--- src/rtl/counter_sched_pkg.sv ---
// Shared types and constants for the counter scheduler and its arbiter.
// The bound check in counter_sched is enabled by defining COUNTER_SCHED_BOUND_CHECK_EN.
package counter_sched_pkg;

    localparam int LEN_W   = 4;
    localparam int CNT_W   = 10;
    localparam int EXT_W   = 11;
    localparam int STEP_UP = 5;
    localparam int STEP_DN = 9;
    localparam int CNT_MAX = 235;
    localparam int CNT_MIN = -230;

    typedef enum logic [1:0] {
        ST_IDLE  = 2'd0,
        ST_GRANT = 2'd1,
        ST_RUN   = 2'd2,
        ST_DONE  = 2'd3
    } state_t;

    typedef enum logic {
        OWN_DN = 1'b0,
        OWN_UP = 1'b1
    } owner_t;

    // True when the next step in the given direction would leave the counter range.
    function automatic logic bound_hit(input logic signed [CNT_W-1:0] cnt, input logic up);
        logic signed [EXT_W-1:0] x;
        x = EXT_W'(cnt);
        if (up)
            return (x + EXT_W'(STEP_UP)) > EXT_W'(CNT_MAX);
        else
            return (x - EXT_W'(STEP_DN)) < EXT_W'(CNT_MIN);
    endfunction

endpackage

--- src/rtl/counter_sched_rr_arb2.sv ---
// Two-way round-robin arbiter; the last-grant pointer moves only when a grant is accepted.
// After reset the pointer favours the up requester.
module rr_arb2
    import counter_sched_pkg::*;
(
    input  logic i_clk,
    input  logic i_rst_n,
    input  logic i_req_up,
    input  logic i_req_dn,
    input  logic i_accept,
    output logic o_gnt_up,
    output logic o_gnt_dn
);

    logic r_last_up;

    assign o_gnt_up = i_req_up & (~i_req_dn | ~r_last_up);
    assign o_gnt_dn = i_req_dn & (~i_req_up |  r_last_up);

    always_ff @(posedge i_clk or negedge i_rst_n) begin
        if (!i_rst_n) begin
            r_last_up <= 1'b0;
        end else if (i_accept && (o_gnt_up || o_gnt_dn)) begin
            r_last_up <= o_gnt_up;
        end
    end

endmodule

--- src/rtl/counter_sched.sv ---
// Round-robin burst scheduler in front of the shared up/down step counter.
// Define COUNTER_SCHED_BOUND_CHECK_EN to cut bursts short before the counter leaves its range.
module counter_sched
    import counter_sched_pkg::*;
(
    input  logic                    i_clk,
    input  logic                    i_rst_n,
    input  logic                    i_req_up,
    input  logic [LEN_W-1:0]        i_len_up,
    input  logic                    i_req_dn,
    input  logic [LEN_W-1:0]        i_len_dn,
    input  logic signed [CNT_W-1:0] i_cnt,
    output logic                    o_gnt_up,
    output logic                    o_gnt_dn,
    output logic                    o_cnt_en,
    output logic                    o_mode,
    output logic                    o_busy,
    output logic                    o_done,
    output logic                    o_abort
);

    state_t             r_state;
    owner_t             r_owner;
    logic [LEN_W-1:0]   r_remaining;
    logic               r_gnt_up;
    logic               r_gnt_dn;
    logic               r_mode;
    logic               r_busy;
    logic               r_done;
    logic               r_abort;

    logic               w_arb_up;
    logic               w_arb_dn;
    logic               w_idle;
    logic               w_bound_hit;
    logic [LEN_W-1:0]   w_len_sel;

    assign w_idle    = (r_state == ST_IDLE);
    assign w_len_sel = (r_owner == OWN_UP) ? i_len_up : i_len_dn;

    rr_arb2 u_arb (
        .i_clk    (i_clk),
        .i_rst_n  (i_rst_n),
        .i_req_up (i_req_up),
        .i_req_dn (i_req_dn),
        .i_accept (w_idle),
        .o_gnt_up (w_arb_up),
        .o_gnt_dn (w_arb_dn)
    );

`ifdef COUNTER_SCHED_BOUND_CHECK_EN
    assign w_bound_hit = (r_state == ST_RUN) && bound_hit(i_cnt, r_owner == OWN_UP);
`else
    // Without the bound check the counter value is not needed.
    logic w_cnt_unused;
    assign w_cnt_unused = ^i_cnt;
    assign w_bound_hit  = 1'b0;
`endif

    // Enable is combinational so an out-of-range step is suppressed in the cycle it is seen.
    assign o_cnt_en = (r_state == ST_RUN) && !w_bound_hit;

    always_ff @(posedge i_clk or negedge i_rst_n) begin
        if (!i_rst_n) begin
            r_state     <= ST_IDLE;
            r_owner     <= OWN_UP;
            r_remaining <= '0;
            r_gnt_up    <= 1'b0;
            r_gnt_dn    <= 1'b0;
            r_mode      <= 1'b1;
            r_busy      <= 1'b0;
            r_done      <= 1'b0;
            r_abort     <= 1'b0;
        end else begin
            r_gnt_up <= 1'b0;
            r_gnt_dn <= 1'b0;
            r_done   <= 1'b0;
            r_abort  <= 1'b0;
            case (r_state)
                ST_IDLE: begin
                    if (w_arb_up || w_arb_dn) begin
                        r_gnt_up <= w_arb_up;
                        r_gnt_dn <= w_arb_dn;
                        r_owner  <= w_arb_up ? OWN_UP : OWN_DN;
                        r_mode   <= w_arb_up;
                        r_busy   <= 1'b1;
                        r_state  <= ST_GRANT;
                    end
                end
                ST_GRANT: begin
                    r_remaining <= w_len_sel;
                    if (w_len_sel == '0) begin
                        r_done  <= 1'b1;
                        r_state <= ST_DONE;
                    end else begin
                        r_state <= ST_RUN;
                    end
                end
                ST_RUN: begin
                    if (w_bound_hit) begin
                        r_done  <= 1'b1;
                        r_abort <= 1'b1;
                        r_state <= ST_DONE;
                    end else begin
                        r_remaining <= r_remaining - LEN_W'(1);
                        if (r_remaining == LEN_W'(1)) begin
                            r_done  <= 1'b1;
                            r_state <= ST_DONE;
                        end
                    end
                end
                ST_DONE: begin
                    r_busy  <= 1'b0;
                    r_state <= ST_IDLE;
                end
                default: begin
                    r_busy  <= 1'b0;
                    r_state <= ST_IDLE;
                end
            endcase
        end
    end

    assign o_gnt_up = r_gnt_up;
    assign o_gnt_dn = r_gnt_dn;
    assign o_mode   = r_mode;
    assign o_busy   = r_busy;
    assign o_done   = r_done;
    assign o_abort  = r_abort;

endmodule

--- config.mk ---
export PLATFORM = sky130hd
export DESIGN_NAME = counter_sched
export DESIGN_NICKNAME = d
export VERILOG_FILES = /design/src/rtl/counter_sched_pkg.sv /design/src/rtl/counter_sched_rr_arb2.sv /design/src/rtl/counter_sched.sv
export SDC_FILE = /design/constraint.sdc
export NUM_CORES = 1
export LEC_CHECK = 0
export ABC_AREA = 0
export CAP_MARGIN = 15
export CORE_MARGIN = 8
export CORE_UTILIZATION = 42
export DETAILED_ROUTE_END_ITERATION = 8
export PLACE_DENSITY = 0.78
export SYNTH_ARGS = -nofsm -noshare
export SYNTH_HDL_FRONTEND = slang
export SYNTH_HIERARCHICAL = 1
export SYNTH_SLANG_ARGS = --single-unit
--- constraint.sdc ---
create_clock -name i_clk -period 2 [get_ports i_clk]
set_clock_uncertainty 0.05 [all_clocks]
set_input_delay 0.5 -clock i_clk [delete_from_list [all_inputs] [get_ports i_clk]]
set_output_delay 0.5 -clock i_clk [all_outputs]
set_load 0.02 [all_outputs]
==> summary.txt <==
Outcome
  – Outcome: finished, final reports clean

Drt
  – Vias per Instance: roughly 5.4
  – Wl on met1: between 600 and 700 um
  – Met2 wire len: around 840 um
  – Via count: 614
  – DRC: 0
  – Met3 routed WL: between 80 and 90 um
  – Drt first-iter violations: 13
  – Total Wirelength: roughly 1600 um
  – DRT antenna net count: 0
  – DR WL/cell: around 14 um
  – Highest Signal Layer: met4
  – Drt pass-1 iters: 4

Power and ir drop
  – Power per cell area: approximately 1500 nW/um2
  – Maximum VDD drop: ~0.00056 V
  – Comb pwr share: 54.6%
  – Sw Ratio: a little over two fifths
  – Sequential power share: around 32%
  – Leakage: around 0.43 nW
  – Pint: 860 uW
  – P_sw: between 600 and 700 uW
  – Clock network power share: 13.1%
  – Total power: about 1.5 mW

Critical path
  – Worst path max stage delay: about 0.41 ns
  – Crit-path cells: inv_1, ha_1, dlygate4sd2_1
  – Critical path buffers and inverters: 2
  – Setup CP Type: register to output port
  – Critical Path Source Type: register
  – Worst EP required: around 1.5 ns
  – Crit path arrival time: approximately 1.4 ns
  – CP top delay family: buffers and inverters
  – CP Max Fanout: 4
  – CP max stage cell: dfrtp_1
  – Crit end category: output port

Clocking
  – Clock Path Buffers: 2
  – CTS tree: built
  – Clk sinks: 12
  – Clk Latency, worst-skew pair: between 0.2 and 0.3 ns
  – Clk slew on worst S/H paths: about 0.080 ns
  – H-tree levels: 1
  – CTS buffer count: 3
  – Root Driver: clkbuf_4

Synthesis
  – EDFF count, synth: 0
  – Avg Inst Size Synth: 9.66 um2
  – FFs w/ async S/R, synth: between 90% and 100%
  – Top cells by area, synth: dfrtp_1, ha_1, mux2_2, dfstp_2, inv_1
  – Count leader, synth: dfrtp_1
  – Syn Std Cell Area: between 700 and 800 um2
  – Mapped Nets: around 100
  – Sequential share of the synthesized area: 41.1%
  – Syn. warnings: 6
  – Area share of the largest cell type after synthesis: between 30% and 40%
  – Syn Inst Count: 76
  – Unique masters post-synth: 30
  – Commonest cells post-synth: dfrtp_1, inv_1, ha_1
  – Area leader, netlist: dfrtp_1
  – Top_reg_cell synth: dfrtp_1
  – Register bit count reported by yosys: 12

Timing
  – # setup viols final: 0
  – WHS: 0.476 ns
  – Max-slew violation count: 0
  – RSZ-0062 raised after global routing: no
  – Relative slew slack: 64.8%
  – Setup TNS: 0 ns
  – Fmax: 527 MHz
  – Worst-margin pin slew: roughly 0.53 ns
  – Fin. Hold Viols: 0
  – Period utilization: 94.9%
  – Fin crit period: 1.90 ns

Flow run
  – Max-Cap Viols: 0

Layout
  – Layout cells sized above 1: roughly 15%
  – Area delta synth->final: 31.2%
  – NumNets Final: 125
  – Diodes inserted: 0
  – Final cell count without fillers: between 100 and 150
  – Design Area, Final: 963 um2

Floorplan
  – Die width: slightly below 60 um
  – FP Rows: 15
  – Die Y: about 58 um
  – Core Area: approximately 1700 um2
  – Die area: about 3300 um2
  – Initial Utilization: 43.5%
  – Boundary Pins: 29

Place
  – Gpl congestion: just under 0.7
  – Cell Area, Placed: 930 um2
  – PortBufs: 17
  – DP Cell Count: 109
  – Final HPWL from detailed placement: ~1300 um

Global routing
  – Gr usage total: between 10% and 20%
  – Largest net degree at the start of global routing: 13
  – Gr ovfl total: 0
  – First-pass GRT wire length: roughly 2700 um
  – Vias in the first global route: between 600 and 700
  – Antenna violations before repair: 0

Min path
  – Worst hold path type: register to register
## layer usage
layer,track usage [%],vias to the layer above
met4,7.34,0
met3,2.43,4
li1,-,309
met2,18.5,14
met1,11.1,287
met5,0,-
## placed cells by master, fill, tap and decap left out, types with 2 or more instances in the layout
| cell type | count |
|---|---|
| nand3_1 | 2 |
| a21boi_0 | 2 |
| o211ai_1 | 2 |
| inv_1 | 7 |
| nor3b_1 | 2 |
| ha_1 | 6 |
| clkdlybuf4s50_1 | 15 |
| dlygate4sd2_1 | 2 |
| a21oi_1 | 3 |
| clkbuf_4 | 3 |
| o21ai_0 | 5 |
| a22oi_1 | 2 |
| dfrtp_1 | 11 |
| nor3_1 | 2 |
| mux2_2 | 5 |
| nand2_1 | 4 |
| nor2_1 | 4 |
| buf_4 | 3 |
| o22ai_1 | 2 |
## registers in the layout (all words and copies together), names as in the netlist
signal / flops
o_busy: 1
r_remaining: 4
r_owner: 1
o_done: 1
u_arb/r_last_up: 1
o_gnt_dn: 1
r_state: 2
o_gnt_up: 1
## per-stage QoR
step / worst slack, ns / utilization (%)
finish: 0.103 / 57.0
global route: 0.0389 / 57.0
CTS: 0.0869 / 57.0
detailed placement: -0.0475 / 55.0
global placement: -0.00529 / 55.0
floorplan: 0.343 / -
## final timing paths
path                            slack [ns]         endpoint       startpoint  depth (start not counted)
worst max-delay path                  0.10         o_cnt_en       r_state[0]                          3
max in group asynchronous             1.03          r_owner          i_rst_n                          1
worst min register to register        0.48  u_arb/r_last_up  u_arb/r_last_up                          1
worst max register to register        0.24       r_state[1]   r_remaining[1]                          5
min in group asynchronous             0.51  u_arb/r_last_up          i_rst_n                          1
worst min-delay path                  0.48  u_arb/r_last_up  u_arb/r_last_up                          1
## cells by family (layout without fill, tap and decap cells)
kind of cell	after synthesis	count (layout)	synth area share, %
and+or+nand+nor	17	17	12.1
adders and majority gates	6	6	10.2
muxes	6	6	9.03
AOI/OAI and AO/OA	23	23	21.0
DFF	12	12	41.1
other	1	1	0.511
buffers and inverters	11	31	6.13
## repair_timing
action	CTS	global route
gates resized for setup	2	0
buffers inserted	0	0
setup endpoints to repair	2	0
hold buffers	0	0
## layout make-up
type	count	area (um2)
Fill cell	147	726
Multi-Input combinational cell	53	388
Sequential cell	12	302
Timing Repair Buffer	20	190
Clock buffer	4	36.3
Inverter	7	26.3
Tap cell	17	21.3
## power by group through the flow
stage | clock, mW | sequential (mW) | combinational [mW]
3_3_place_gp | 0 | 0.470 | 0.778
6_report | 0.193 | 0.477 | 0.805
3_5_place_dp | 0 | 0.482 | 0.816
5_1_grt | 0.206 | 0.502 | 0.895
4_1_cts | 0.199 | 0.478 | 0.805
2_1_floorplan | 0 | 0.482 | 0.558
Power figures use the tool's default switching activity.
